## src/rtl/fsfifo_sync_kit.sv

```systemverilog
// QSPI support kit: synchronous FIFO plus level and edge two-flop synchronizers.
// FIFO read data one cycle after an accepted read; synchronizers two edges in to out.
// No backpressure: writes when full (without a read) and reads when empty are dropped.
// Optional FSFIFO_ERR_FLAGS_EN adds sticky ovf_o/unf_o flags.
module fsfifo_sync_kit #(
  parameter int   WIDTH = 16,
  parameter int   DEPTH = 16,
  parameter logic R     = 1'b0
) (
  input  logic                     clk_i,
  input  logic                     reset_i,
  input  logic                     wr_i,
  input  logic [WIDTH-1:0]         wr_data_i,
  input  logic                     rd_i,
  output logic [WIDTH-1:0]         rd_data_o,
  output logic                     full_o,
  output logic                     empty_o,
  output logic [$clog2(DEPTH):0]   filled_o,
`ifdef FSFIFO_ERR_FLAGS_EN
  output logic                     ovf_o,
  output logic                     unf_o,
`endif
  input  logic                     lvl_d_i,
  output logic                     lvl_q_o,
  input  logic                     edg_d_i,
  output logic                     edg_q_o,
  output logic                     edg_pe_o,
  output logic                     edg_ne_o
);

  localparam int              AW       = $clog2(DEPTH);
  localparam logic [AW:0]     FULL_CNT = (AW+1)'(DEPTH);

  logic [WIDTH-1:0] mem [DEPTH];
  logic [AW-1:0]    wr_ptr;
  logic [AW-1:0]    rd_ptr;
  logic             rd_acc;
  logic             wr_acc;

  assign empty_o = (filled_o == '0);
  assign full_o  = (filled_o == FULL_CNT);

  // A read in the same cycle frees the slot, so a full FIFO still takes the write.
  assign rd_acc = rd_i && !empty_o;
  assign wr_acc = wr_i && (!full_o || rd_acc);

  always_ff @(posedge clk_i) begin
    if (wr_acc) mem[wr_ptr] <= wr_data_i;
  end

  always_ff @(posedge clk_i) begin
    if (reset_i) begin
      wr_ptr    <= '0;
      rd_ptr    <= '0;
      filled_o  <= '0;
      rd_data_o <= '0;
    end else begin
      if (wr_acc) wr_ptr <= wr_ptr + 1'b1;
      if (rd_acc) begin
        rd_ptr    <= rd_ptr + 1'b1;
        rd_data_o <= mem[rd_ptr];
      end
      case ({wr_acc, rd_acc})
        2'b10:   filled_o <= filled_o + 1'b1;
        2'b01:   filled_o <= filled_o - 1'b1;
        default: filled_o <= filled_o;
      endcase
    end
  end

`ifdef FSFIFO_ERR_FLAGS_EN
  always_ff @(posedge clk_i) begin
    if (reset_i) begin
      ovf_o <= 1'b0;
      unf_o <= 1'b0;
    end else begin
      if (wr_i && full_o && !rd_i) ovf_o <= 1'b1;
      if (rd_i && empty_o)         unf_o <= 1'b1;
    end
  end
`endif

  logic lvl_s1;
  logic edg_s1;
  logic edg_prev;

  always_ff @(posedge clk_i) begin
    if (reset_i) begin
      lvl_s1   <= R;
      lvl_q_o  <= R;
      edg_s1   <= 1'b0;
      edg_q_o  <= 1'b0;
      edg_prev <= 1'b0;
    end else begin
      lvl_s1   <= lvl_d_i;
      lvl_q_o  <= lvl_s1;
      edg_s1   <= edg_d_i;
      edg_q_o  <= edg_s1;
      edg_prev <= edg_q_o;
    end
  end

  assign edg_pe_o = edg_q_o & ~edg_prev;
  assign edg_ne_o = ~edg_q_o & edg_prev;

endmodule

```

## config.mk

```make
export PLATFORM = sky130hd
export DESIGN_NAME = fsfifo_sync_kit
export DESIGN_NICKNAME = d
export VERILOG_FILES = /design/src/rtl/fsfifo_sync_kit.sv
export SDC_FILE = /design/constraint.sdc
export NUM_CORES = 1
export LEC_CHECK = 0
export BUFFER_PORTS_ARGS = -buffer_cell sky130_fd_sc_hd__buf_2
export CORE_MARGIN = 2
export CORE_UTILIZATION = 55
export CTS_CLUSTER_SIZE = 30
export DETAILED_ROUTE_END_ITERATION = 10
export PLACE_DENSITY = 0.77
export SLEW_MARGIN = 30
export SYNTH_ARGS = -nofsm -noshare
export SYNTH_HDL_FRONTEND = slang
export SYNTH_SLANG_ARGS = --single-unit
```

## constraint.sdc

```tcl
create_clock -name clk_i -period 7.6 [get_ports clk_i]
set_clock_uncertainty 0.2 [all_clocks]
set_input_delay 0.76 -clock clk_i [delete_from_list [all_inputs] [get_ports clk_i]]
set_output_delay 0.76 -clock clk_i [all_outputs]
set_load 0.05 [all_outputs]
```

==> results.ini <==
[power]
p_int_mw=2.93
total_power_mw=4.18
p_seq_share_pct=45.0
p_sw_mw=1.25
switching_share_pct=29.9
p_leak_nw=4.22
p_per_area_mw_per_mm2=322
ir_drop_v=0.000166
combinationalPowerShare_pct=20.7
clkPwrFrac_pct=34.3

[place]
place_congestion=0.785
port-buffer-count=48
place_hpwl_mm=13.6
dp.cells=931
postPlaceCellArea_mm2=0.0120
place_ws_ns=3.99

[clocking]
cts_hold_buf=0
htree_num_levels=1
clock_latency_ns=0.53
cts_sinks=290
cts_buffers=28
post_cts_buffers=0
clock_path_buffers=3
path_clk_slew_ns=0.06
clockRootBuffer=clkbuf_16
cts_tree=yes
cts_resized=0

[global_route]
grt_use_met3_pct=3.87
grt_util_all_layers_pct=21.8
grt_busiest_layer=met2
grt_pass1_wl_mm=36.2
met1_usage_pct=28.9
grt_max_degree=63
grt.overflow.total=0
antenna_found_initial=0
grt_pass1_vias=6189
grtUsageMet2_pct=37.5

[sta]
post-route-period-util_pct=45.0
timing.fmax_ghz=0.293
relSlewSlack_pct=36.7
rsz0062_at_grt=false
tns_ns=0
hold_viol_final=0
tightest_slew_ns=0.946
setup_viol=0
worst_slack_ns=4.18
drv_slew=0
final.min_clock_period_ns=3.42

[layout]
fin_cells=984
seq_area_mm2=0.00837
n_antenna_cell=0
fill_cells=1378
syn2layout_area_growth_pct=12.9
drive_gt1_share_pct=23.2
multiInputGateArea_mm2=0.00287
final_common_cell=edfxtp_1
final_cell_mix=edfxtp_1, mux2i_1, buf_2, nor2_1
final_area_mm2=0.0130
layout.nets=723

[detailed_routing]
vias=5954
first_pass_iters=5
drc=0
wire_per_inst_um=23.9
wirelength_mm=23.5
vias_per_cell=6.05
detail-route-antenna-nets=0
drt_iter0_markers=538

[die]
die_w_um=149
placementRows=52
pin_count=49
dieHeight_um=149
start_util_pct=56.4
core_area_mm2=0.0204
die-area_mm2=0.0221

[synth]
ys_top_cells_by_area=edfxtp_1, dfxtp_1, mux2i_1
synth_warnings=0
yosys.area.top_type=edfxtp_1
async_flop_share_pct=0
syn_inst=631
synth_top_area_share_pct=66.9
syn_area_mm2=0.0115
synthDistinctLibCells=51
synth_flop_cell=edfxtp_1
ys_seq_elements=290
synth.avg_cell_area_um2=18.2
synth_edf_count=256
ys_seq_area_share_pct=72.8
syn_nets=662

[run_status]
status=completed

[critical_path]
cp_max_fo=19
r2r_slack_ns=4.18
crit_type=reg -> reg
cp-end-kind=flip-flop
slowest_stage=nor4_1
critPathMaxStageDelay_ns=0.75
startpoint=filled_o[1]$_SDFFE_PP0P_
crit_chain=nor4_1, a21boi_4, nand2b_1, inv_1, ha_1, nand2b_1, a21oi_1, mux2_2, a221oi_1
r2r-start=filled_o[1]$_SDFFE_PP0P_
cp-start-kind=flip-flop
worstPathRequired_ns=7.84
endpoint=filled_o[4]$_SDFFE_PP0P_
r2r.worst_path.cells=9
r2r_end=filled_o[4]$_SDFFE_PP0P_
cpMostUsedCell=nand2b_1
crit_arrival_ns=3.65

[worst_hold_path]
hold_start=edg_s1$_SDFF_PP0_
hold_depth=1
hold_class=reg -> reg

[flow_run]
maxCapViolCount=0

[metal layers]
metal / vias to the layer above / part of all wire, %
li1: 2650 / -
met5: - / 0
met1: 3031 / 41
met2: 231 / 49
met3: 42 / 6.8
met4: 0 / 2.4
[cells in the mapped netlist (all sizes together) (2+ instances only)]
| library cell | n |
|---|---|
| o311ai | 2 |
| o22ai | 32 |
| xor2 | 4 |
| nor2b | 10 |
| nand2 | 7 |
| nand3 | 2 |
| a31oi | 2 |
| edfxtp | 256 |
| nand2b | 8 |
| nor2 | 43 |
| clkbuf | 19 |
| inv | 7 |
| mux2i | 68 |
| xnor2 | 2 |
| o21ai | 2 |
| a22o | 16 |
| ha | 8 |
| or3 | 2 |
| nor3 | 20 |
| mux4 | 32 |
| and3 | 2 |
| dfxtp | 34 |
| buf | 17 |
| a21oi | 3 |
| mux2 | 4 |
| nor4 | 17 |
[critical path, delay by kind of cell, from the launching register on]
| kind | cells | cell delay [ns] |
|---|---|---|
| simple gates | 3 | 1.02 |
| compound gates | 3 | 0.89 |
| buf+inv | 1 | 0.11 |
| fa+ha+maj | 1 | 0.36 |
| mux | 1 | 0.38 |
| flops | 1 | 0.35 |
[through the flow]
stage | utilization, % | hold slack [ns]
2_1_floorplan | - | 0.214
3_3_place_gp | 58.8 | 0.221
3_5_place_dp | 58.8 | 0.228
4_1_cts | 63.6 | 0.244
5_1_grt | 63.7 | 0.262
6_report | 63.7 | 0.242
[state kept, by name (all words and copies together), names as in the netlist]
register,count
mem,256
edg_q_o,1
rd_data_o,16
edg_s1,1
rd_ptr,4
edg_prev,1
filled_o,5
lvl_s1,1
wr_ptr,4
lvl_q_o,1
[power by group through the flow]
stage          Clock [mW]  Sequential (mW)  Combinational [mW]
6_report             1.43             1.88               0.865
4_1_cts              1.45             1.88               0.868
5_1_grt              1.52             1.89               0.929
2_1_floorplan           0             2.08               0.516
3_5_place_dp            0             1.91               0.863
3_3_place_gp            0             1.91               0.831
[layout make-up]
class | instances | share of cell area [%]
sequential | 290 | 64.5
multi-input combinational | 298 | 22.1
clock buffer | 30 | 5.62
timing repair buffer | 67 | 3.10
tap | 270 | 2.60
clock inverter | 22 | 1.86
inverter | 7 | 0.202
[how the worst min path moves through the flow]
| stage | to | slack (ns) |
|---|---|---|
| 6_report | edg_q_o$_SDFF_PP0_ | 0.24 |
| 5_1_grt | edg_q_o$_SDFF_PP0_ | 0.26 |
| 4_1_cts | edg_q_o$_SDFF_PP0_ | 0.24 |
| 3_5_place_dp | lvl_q_o$_SDFF_PP0_ | 0.23 |
| 3_3_place_gp | edg_q_o$_SDFF_PP0_ | 0.22 |
| 2_1_floorplan | edg_q_o$_SDFF_PP0_ | 0.21 |
[cells by family (layout without fill, tap and decap cells)]
logic type	count (synthesis)	after routing	share of synthesized area (%)
flops	290	290	72.8
simple gates	115	115	5.86
mux	104	104	13.0
compound gates	64	64	4.28
buf+inv	43	126	2.51
fa+ha+maj	9	9	1.05
xor+xnor	6	6	0.457
(Power assumes the default switching activity.)
